==> config.mk <==
export PLATFORM = sky130hd
export DESIGN_NAME = alu_seq_flat
export DESIGN_NICKNAME = d
export VERILOG_FILES = /design/src/rtl/alu_seq_if.sv /design/src/rtl/alu_seq.sv /design/src/flat_wrapper.sv
export SDC_FILE = /design/constraint.sdc
export NUM_CORES = 1
export LEC_CHECK = 0
export CAP_MARGIN = 10
export CORE_MARGIN = 2
export CORE_UTILIZATION = 54
export CTS_BUF_LIST = sky130_fd_sc_hd__clkbuf_8
export CTS_CLUSTER_DIAMETER = 200
export CTS_CLUSTER_SIZE = 25
export DETAILED_ROUTE_END_ITERATION = 16
export GPL_TIMING_DRIVEN = 1
export HOLD_SLACK_MARGIN = 0.02
export PLACE_DENSITY = 0.83
export SLEW_MARGIN = 10
export SYNTH_ARGS = -nofsm -noshare
export SYNTH_HDL_FRONTEND = slang
export SYNTH_SLANG_ARGS = --single-unit
export TNS_END_PERCENT = 50
==> constraint.sdc <==
create_clock -name clk -period 1.7 [get_ports clk]
set_input_delay 0.425 -clock clk [delete_from_list [all_inputs] [get_ports clk]]
set_output_delay 0.425 -clock clk [all_outputs]
set_load 0.01 [all_outputs]
==> src/rtl/alu_seq_if.sv <==
// Operand-issue / result handshake bundle for alu_seq.
// The issuing side drives the operands and the result-side ready (master);
// the ALU drives in_ready plus the registered result and flags (slave).
interface alu_seq_if #(
    parameter int WIDTH = 8
) ();
    logic             in_valid;
    logic             in_ready;
    logic [WIDTH-1:0] in_A;
    logic [WIDTH-1:0] in_B;
    logic             c_in;
    logic [3:0]       op;
    logic             out_valid;
    logic             out_ready;
    logic [WIDTH-1:0] out;
    logic             c_out;
    logic             f_zero;
    logic             f_negative;
    logic             f_overflow;
    logic             f_parity;

    modport master (
        output in_valid, in_A, in_B, c_in, op, out_ready,
        input  in_ready, out_valid, out, c_out,
               f_zero, f_negative, f_overflow, f_parity
    );

    modport slave (
        input  in_valid, in_A, in_B, c_in, op, out_ready,
        output in_ready, out_valid, out, c_out,
               f_zero, f_negative, f_overflow, f_parity
    );
endinterface

==> src/rtl/alu_seq.sv <==
// Sequential handshaked ALU: 16 opcodes, single-cycle arithmetic/logic,
// shifts and rotates walk one bit per clock, result and flags are held in
// a registered valid/ready output stage until the consumer takes them.
module alu_seq #(
    parameter int WIDTH   = 8,
    parameter int SHAMT_W = $clog2(WIDTH)
) (
    input  logic     clk,
    input  logic     rst_n,
    alu_seq_if.slave bus
);
    localparam logic [3:0] OP_PASS = 4'h0;
    localparam logic [3:0] OP_ADD  = 4'h1;
    localparam logic [3:0] OP_ADDC = 4'h2;
    localparam logic [3:0] OP_SUB  = 4'h3;
    localparam logic [3:0] OP_SUBC = 4'h4;
    localparam logic [3:0] OP_NEG  = 4'h5;
    localparam logic [3:0] OP_INC  = 4'h6;
    localparam logic [3:0] OP_DEC  = 4'h7;
    localparam logic [3:0] OP_AND  = 4'h8;
    localparam logic [3:0] OP_OR   = 4'h9;
    localparam logic [3:0] OP_XOR  = 4'hA;
    localparam logic [3:0] OP_NOT  = 4'hB;

    localparam logic [WIDTH:0]     ONE_X   = {{WIDTH{1'b0}}, 1'b1};
    localparam logic [WIDTH-1:0]   MIN_NEG = {1'b1, {(WIDTH-1){1'b0}}};
    localparam logic [WIDTH-1:0]   MAX_POS = {1'b0, {(WIDTH-1){1'b1}}};
    localparam logic [SHAMT_W-1:0] CNT_ONE = SHAMT_W'(1);

    typedef enum logic [1:0] {IDLE, SHIFT, DONE} state_t;

    state_t             state_q;
    logic [WIDTH-1:0]   work_q;
    logic [SHAMT_W-1:0] cnt_q;
    logic [1:0]         shop_q;
    logic [WIDTH-1:0]   out_q;
    logic               cout_q;
    logic               zero_q;
    logic               neg_q;
    logic               ovf_q;
    logic               par_q;
    logic               valid_q;

    logic               accept;
    logic               startShift;
    logic [SHAMT_W-1:0] amt;
    logic               isArith;
    logic [WIDTH:0]     sum;
    logic [WIDTH-1:0]   res_d;
    logic               cout_d;
    logic               ovf_d;
    logic [WIDTH-1:0]   step_d;
    logic               stepBit_d;

    // Ready in IDLE, or in DONE when the held result is being taken this cycle.
    assign bus.in_ready = rst_n && ((state_q == IDLE) || ((state_q == DONE) && bus.out_ready));
    assign accept       = bus.in_valid && bus.in_ready;
    assign amt          = bus.in_B[SHAMT_W-1:0];
    assign startShift   = (bus.op[3:2] == 2'b11) && (amt != '0);

    // Single-cycle result for every op; shifts only use it when the amount is 0 (out=A, c_out=0).
    always_comb begin
        sum     = '0;
        isArith = 1'b0;
        res_d   = bus.in_A;
        cout_d  = 1'b0;
        ovf_d   = 1'b0;
        case (bus.op)
            OP_PASS: res_d = bus.in_A;
            OP_ADD, OP_ADDC: begin
                isArith = 1'b1;
                sum     = {1'b0, bus.in_A} + {1'b0, bus.in_B}
                        + ((bus.op == OP_ADDC) ? {{WIDTH{1'b0}}, bus.c_in} : '0);
                ovf_d   = (bus.in_A[WIDTH-1] == bus.in_B[WIDTH-1])
                       && (sum[WIDTH-1] != bus.in_A[WIDTH-1]);
            end
            OP_SUB, OP_SUBC: begin
                isArith = 1'b1;
                sum     = {1'b0, bus.in_A} + {1'b0, ~bus.in_B}
                        + ((bus.op == OP_SUBC) ? {{WIDTH{1'b0}}, bus.c_in} : ONE_X);
                ovf_d   = (bus.in_A[WIDTH-1] != bus.in_B[WIDTH-1])
                       && (sum[WIDTH-1] != bus.in_A[WIDTH-1]);
            end
            OP_NEG: begin
                isArith = 1'b1;
                sum     = {1'b0, ~bus.in_A} + ONE_X;
                ovf_d   = (bus.in_A == MIN_NEG);
            end
            OP_INC: begin
                isArith = 1'b1;
                sum     = {1'b0, bus.in_A} + ONE_X;
                ovf_d   = (bus.in_A == MAX_POS);
            end
            OP_DEC: begin
                isArith = 1'b1;
                sum     = {1'b0, bus.in_A} + {1'b0, {WIDTH{1'b1}}};
                ovf_d   = (bus.in_A == MIN_NEG);
            end
            OP_AND:  res_d = bus.in_A & bus.in_B;
            OP_OR:   res_d = bus.in_A | bus.in_B;
            OP_XOR:  res_d = bus.in_A ^ bus.in_B;
            OP_NOT:  res_d = ~bus.in_A;
            default: res_d = bus.in_A;
        endcase
        if (isArith) begin
            res_d  = sum[WIDTH-1:0];
            cout_d = sum[WIDTH];
        end
    end

    // One-bit step of the in-flight shift/rotate and the bit that leaves the word.
    always_comb begin
        step_d    = work_q;
        stepBit_d = 1'b0;
        case (shop_q)
            2'b00: begin
                stepBit_d = work_q[0];
                step_d    = {work_q[WIDTH-1], work_q[WIDTH-1:1]};
            end
            2'b01: begin
                stepBit_d = work_q[0];
                step_d    = {1'b0, work_q[WIDTH-1:1]};
            end
            2'b10: begin
                stepBit_d = work_q[WIDTH-1];
                step_d    = {work_q[WIDTH-2:0], 1'b0};
            end
            default: begin
                stepBit_d = work_q[WIDTH-1];
                step_d    = {work_q[WIDTH-2:0], work_q[WIDTH-1]};
            end
        endcase
    end

    // Control FSM with registered result, flags and out_valid.
    always_ff @(posedge clk or negedge rst_n) begin
        if (!rst_n) begin
            state_q <= IDLE;
            work_q  <= '0;
            cnt_q   <= '0;
            shop_q  <= '0;
            out_q   <= '0;
            cout_q  <= 1'b0;
            zero_q  <= 1'b0;
            neg_q   <= 1'b0;
            ovf_q   <= 1'b0;
            par_q   <= 1'b0;
            valid_q <= 1'b0;
        end else if (accept) begin
            if (startShift) begin
                work_q  <= bus.in_A;
                cnt_q   <= amt;
                shop_q  <= bus.op[1:0];
                valid_q <= 1'b0;
                state_q <= SHIFT;
            end else begin
                out_q   <= res_d;
                cout_q  <= cout_d;
                ovf_q   <= ovf_d;
                zero_q  <= (res_d == '0);
                neg_q   <= res_d[WIDTH-1];
                par_q   <= ^res_d;
                valid_q <= 1'b1;
                state_q <= DONE;
            end
        end else begin
            case (state_q)
                SHIFT: begin
                    if (cnt_q == CNT_ONE) begin
                        out_q   <= step_d;
                        cout_q  <= stepBit_d;
                        ovf_q   <= 1'b0;
                        zero_q  <= (step_d == '0);
                        neg_q   <= step_d[WIDTH-1];
                        par_q   <= ^step_d;
                        valid_q <= 1'b1;
                        state_q <= DONE;
                    end else begin
                        work_q <= step_d;
                        cnt_q  <= cnt_q - CNT_ONE;
                    end
                end
                DONE: begin
                    if (bus.out_ready) begin
                        valid_q <= 1'b0;
                        state_q <= IDLE;
                    end
                end
                default: ;
            endcase
        end
    end

    assign bus.out_valid  = valid_q;
    assign bus.out        = out_q;
    assign bus.c_out      = cout_q;
    assign bus.f_zero     = zero_q;
    assign bus.f_negative = neg_q;
    assign bus.f_overflow = ovf_q;
    assign bus.f_parity   = par_q;
endmodule

==> src/flat_wrapper.sv <==
// flat-port wrapper written by rule: the top's interface ports become plain ports
module alu_seq_flat 
#(
    parameter int WIDTH   = 8,
    parameter int SHAMT_W = $clog2(WIDTH)
)
  (clk, rst_n, bus_in_valid, bus_in_A, bus_in_B, bus_c_in, bus_op, bus_out_ready, bus_in_ready, bus_out_valid, bus_out, bus_c_out, bus_f_zero, bus_f_negative, bus_f_overflow, bus_f_parity);
  alu_seq_if #(.WIDTH(WIDTH)) bus_i ();
  input  logic clk;
  input  logic rst_n;
  input wire logic [$bits(bus_i.in_valid)-1:0] bus_in_valid;
  input wire logic [$bits(bus_i.in_A)-1:0] bus_in_A;
  input wire logic [$bits(bus_i.in_B)-1:0] bus_in_B;
  input wire logic [$bits(bus_i.c_in)-1:0] bus_c_in;
  input wire logic [$bits(bus_i.op)-1:0] bus_op;
  input wire logic [$bits(bus_i.out_ready)-1:0] bus_out_ready;
  output wire logic [$bits(bus_i.in_ready)-1:0] bus_in_ready;
  output wire logic [$bits(bus_i.out_valid)-1:0] bus_out_valid;
  output wire logic [$bits(bus_i.out)-1:0] bus_out;
  output wire logic [$bits(bus_i.c_out)-1:0] bus_c_out;
  output wire logic [$bits(bus_i.f_zero)-1:0] bus_f_zero;
  output wire logic [$bits(bus_i.f_negative)-1:0] bus_f_negative;
  output wire logic [$bits(bus_i.f_overflow)-1:0] bus_f_overflow;
  output wire logic [$bits(bus_i.f_parity)-1:0] bus_f_parity;
  assign bus_i.in_valid = bus_in_valid;
  assign bus_i.in_A = bus_in_A;
  assign bus_i.in_B = bus_in_B;
  assign bus_i.c_in = bus_c_in;
  assign bus_i.op = bus_op;
  assign bus_i.out_ready = bus_out_ready;
  assign bus_in_ready = bus_i.in_ready;
  assign bus_out_valid = bus_i.out_valid;
  assign bus_out = bus_i.out;
  assign bus_c_out = bus_i.c_out;
  assign bus_f_zero = bus_i.f_zero;
  assign bus_f_negative = bus_i.f_negative;
  assign bus_f_overflow = bus_i.f_overflow;
  assign bus_f_parity = bus_i.f_parity;
  alu_seq #(.WIDTH(WIDTH), .SHAMT_W(SHAMT_W)) u_core (.clk(clk), .rst_n(rst_n), .bus(bus_i));
endmodule
==> impl_results.md, run 1 <==
- Yosys warns: 0
- Die Wd: just under 90 um
- Core Rows: 30
- Total grt overflow: 1
- Post-synth EDFFs: 0
- Largest net degree at the start of global routing: 28
- Post-synthesis cell type with the largest combined area: dfrtp_1
- Cells after Synth: approximately 450
- Root Buffer: clkbuf_8
- Post-synthesis cell type count: 65
- Gpl congestion: 0.942
- Syn avg cell area: 8.34 um2
- CTS H-Tree Depth: 1
- Synth Area in Adders: between 15 and 20%
- Dominant cell by count in the synthesized netlist: ha_1
- Post-synthesis simple-gate area fraction: a little under a fifth
- Post-synth design cell area: around 3700 um2
- Sequential share of the synthesized area: 18.2%
- Initial Utilization: 55.3%
- Total CTS buffers: 3
- Total GRT Usage: about two thirds
- Ports: 40
- Err: [ERROR GRT-0232] Routing congestion too high. Check the congestion heatmap in the GUI.
- HPWL Detailed: around 10 mm
- Combinational family with the most area after synthesis: compound AO/OA/AOI/OAI gates
- XOR/XNOR share of the synthesized area: just under 7%
- Maximum buffer depth of the clock tree: 2
- Syn Nets: between 500 and 600
- CTS Sinks: 27
- Worst_ep grt: u_core.bus.f_parity$_DFFE_PN0P_/D
- Input/output buffers: 39
- Top area cells in the synthesized netlist: dfrtp_1 18%, ha_1 15%, a21oi_1 5.0%
- Synth async-reset ratio: 100%
- Die H: between 80 and 90 um
- Status: did not finish
- Post-synthesis compound-gate area fraction: a little over a fifth
- Synthesized flop and latch total: 27
- Halt Stage: global routing
- Ys flop type: dfrtp_1
- Multiplexer area fraction after synthesis: 10.2%
- Most frequent cells after synthesis: 44 x ha_1, 37 x a21oi_1, 37 x inv_1
- WEP type: sequential cell input
- Area share of the largest cell type after synthesis: a little under a fifth
- CTS Hold Bufs: 0
-- layer usage --
layer / track usage, % / GRT overflow
met4: 67.2 / 1
met1: 68.3 / 0
met2: 88.7 / 0
met5: 9.09 / 0
met3: 47.1 / 0
-- cell families after synthesis --
family / count (synthesis)
simple gates: 133
xor+xnor: 28
fa+ha+maj: 49
buf+inv: 63
compound gates: 118
flops: 27
mux: 27
-- per-stage QoR --
stage	instances	TNS (ns)	setup slack [ns]	util [%]	cell area [um2]
detailed placement	688	-31.97	-2.20	79.5	5340
CTS	718	-10.12	-1.43	89.1	5980
global placement	688	-29.48	-2.10	79.5	5340
floorplan	445	-11.39	-1.69	-	3880
-- repair_timing --
| action | in CTS |
|---|---|
| endpoints found under the setup margin | 29 |
| resized for setup | 139 |
| gates cloned | 1 |
| buffers inserted | 31 |
| hold endpoints to repair | 0 |
| pin swaps | 56 |
==> run 2, diff against run 1 <==
Settings changed: CORE_UTILIZATION 54 to 40, CTS_BUF_LIST sky130_fd_sc_hd__clkbuf_8 to not set, CTS_CLUSTER_DIAMETER 200 to not set, CTS_CLUSTER_SIZE 25 to not set, HOLD_SLACK_MARGIN 0.02 to not set, PLACE_DENSITY 0.83 to not set, PLACE_DENSITY_LB_ADDON set to 0.15.
Clock period 1.7 ns to 2.2 ns, I/O delays scaled along.
==> run 2 against run 1 <==
The flow now finishes, with violations (setup timing). Area after synthesis is the same. Synthesized cell count is the same.
==> impl_results.md, run 2 <==
- Vias: ~4000
- CTS Hold Bufs: 0
- Antenna-violating nets left: 0
- Most frequent cells after synthesis: 44 x ha_1, 37 x a21oi_1, 37 x inv_1
- Share of cells above drive strength 1: a little over two fifths
- Dominant cell by count in the synthesized netlist: ha_1
- Worst slew margin: around two thirds
- Ys flop type: dfrtp_1
- Pre-antenna DRT Iters: 6
- Placed cell areas: around 5100 um2
- F_max: around 300 MHz
- Failing checks: setup timing
- Total power draw: 3.65 mW
- Final core utilization: between 60% and 70%
- Fin nets: between 600 and 700
- DRC errors left: 0
- WL/cell: 17.5 um
- Vias in the first global route: a little over 4000
- Die Wd: between 100 and 150 um
- Post-route cell area: ~5700 um2
- Post-synthesis cell type with the largest combined area: dfrtp_1
- Post-synthesis cell type count: between 60 and 70
- Total CTS buffers: 3
- Syn avg cell area: approximately 8.3 um2
- Die H: 100 um
- Synth async-reset ratio: 100%
- Reg area: between 600 and 700 um2
- CTS H-Tree Depth: 1
- Hold Violations, Final: 0
- GRT busiest layer: met2
- CORE AREA: about 9100 um2
- Static leakage: roughly 2.6 nW
- Setup ws final: -1.08 ns
- Worst setup EP type: register
- First-pass GRT wire length: approximately 21 mm
- Worst Tran Pin Value: about 0.52 ns
- Post-synth EDFFs: 0
- Worst EP required: 2.37 ns
- Area share of the largest cell type after synthesis: a little under a fifth
- Commonest cells after routing, fill and taps aside: 133 x buf_4, 34 x ha_1, 29 x inv_1, 29 x a21oi_1, 28 x nand2_1
- Clk_lat worst skew: roughly 0.28 ns
- RSZ-0062 raised after global routing: true
- Max cap viols: 0
- Area Growth Syn to Fin: 54.8%
- Routed wire length: 12.7 mm
- Dpl ws: -1.89 ns
- Maximum buffer depth of the clock tree: 2
- Final Setup Violations: 12
- Yosys warns: 0
- Total grt overflow: 0
- Reg2reg path depth: 10
- Core Rows: 35
- Arrival time worst endpoint: between 3 and 4 ns
- Largest net degree at the start of global routing: 28
- Total inserted antenna cells: 0
- Final-report max-slew violation count: 0
- CTS tree: built
- Sequential share of the synthesized area: 18.2%
- Setup Skew: around 0.0045 ns
- Total GRT Usage: approximately 26%
- Filler cells: between 700 and 800
- Post-synth design cell area: about 3700 um2
- CTS Sinks: 27
- Max FO, Critical Path: 6
- Tcrit/Tclk final: 149%
- Total die area: 10100 um2
- Initial antenna violation count: 0
- Worst Hold Class: register to register
- M1 GR Usage: between 30% and 40%
- Ports: 40
- Initial Utilization: roughly two fifths
- Final min period: ~3.3 ns
- Crit path launch type: primary input
- Syn Nets: 519
- Multi-input gate area: roughly 3200 um2
- Critical path type: primary input to register
- GR Util met2: between 40% and 50%
- Met3 usage: between 2 and 2.5%
- Leading cell type in the layout, fill and taps excluded: buf_4
- Cells after Synth: 445
- Gpl congestion: ~0.97
- Synthesized flop and latch total: 27
- Pwr/cell area: ~640 nW/um2
- Vias per Instance: 5.55
- Hold path cells: 2
- Worst-path clk slew: about 0.09 ns
- Root Buffer: clkbuf_8
- HPWL Detailed: around 9.5 mm
- Initial drt markers: 207
- Input/output buffers: 39
- Top area cells in the synthesized netlist: dfrtp_1 18%, ha_1 15%, a21oi_1 5.0%
- Worst vdd rail ir drop: roughly 0.00030 V
- Status: finished with violations
[run 2: area by class of cell]
cell class | count | share of cell area, %
Inverter | 37 | 2.55
Clock inverter | 1 | 0.0871
Sequential cell | 27 | 11.8
Clock buffer | 3 | 0.719
Timing Repair Buffer | 189 | 27.5
Multi-Input combinational cell | 355 | 54.9
Tap cell | 111 | 2.42
[run 2: timing repair]
action	CTS	global route
gates resized for setup	114	31
setup buffers	33	7
pin swaps	48	30
endpoints found under the setup margin	26	12
[run 2: final timing paths]
kind / start / endpoint / slack [ns]
max: bus_op[1] / u_core.bus.f_parity / -1.08
min: u_core.bus.out[0] / u_core.bus.out[0] / 0.50
max reg2reg: u_core.state_q[0] / u_core.bus.c_out / 0.23
min reg2reg: u_core.bus.out[0] / u_core.bus.out[0] / 0.50
max in group asynchronous: rst_n / u_core.bus.out[0] / 1.28
min in group asynchronous: rst_n / u_core.state_q[0] / 0.66
[run 2: per-stage QoR]
step | TNS, ns | hold slack [ns] | std cells
after floorplan | -5.79 | 0.254 | 445
after global placement | -19.09 | 0.471 | 697
after detailed placement | -20.45 | 0.482 | 697
after CTS | -6.35 | 0.504 | 732
after global routing | -6.30 | 0.559 | 723
final | -5.09 | 0.501 | 723
[run 2: cells by family (layout without fill, tap and decap cells)]
family / Yosys count / in the layout / share of synthesized area, %
xor+xnor: 28 / 28 / 6.81
fa+ha+maj: 49 / 49 / 17.5
compound gates: 118 / 118 / 21.1
buf+inv: 63 / 230 / 7.75
mux: 27 / 27 / 10.2
flops: 27 / 27 / 18.2
simple gates: 133 / 133 / 18.4
[run 2: critical path, cell delays in order]
cell	delay, ns
buf_8	0.10
buf_6	0.11
buf_6	0.10
and3_4	0.22
fa_2	0.36
a211oi_2	0.25
o21bai_1	0.14
a21oi_2	0.18
xor2_1	0.22
o22ai_2	0.11
a211oi_2	0.27
ha_1	0.31
xnor2_2	0.20
xnor2_1	0.13
nand2_1	0.06
o21ai_1	0.07
o21ai_1	0.07
[run 2: where the power goes]
part | switching, mW | internal (mW)
Clock | 0.158 | 0.127
Sequential | 0.199 | 0.708
Combinational | 1.17 | 1.29
Total | 1.53 | 2.13
[run 2: routing by layer]
| metal | share of wire (%) | up-vias |
|---|---|---|
| li1 | - | 1934 |
| met1 | 43 | 1899 |
| met2 | 49 | 141 |
| met3 | 4.2 | 42 |
| met4 | 3.9 | 0 |
| met5 | 0 | - |
(Power assumes the default switching activity.)
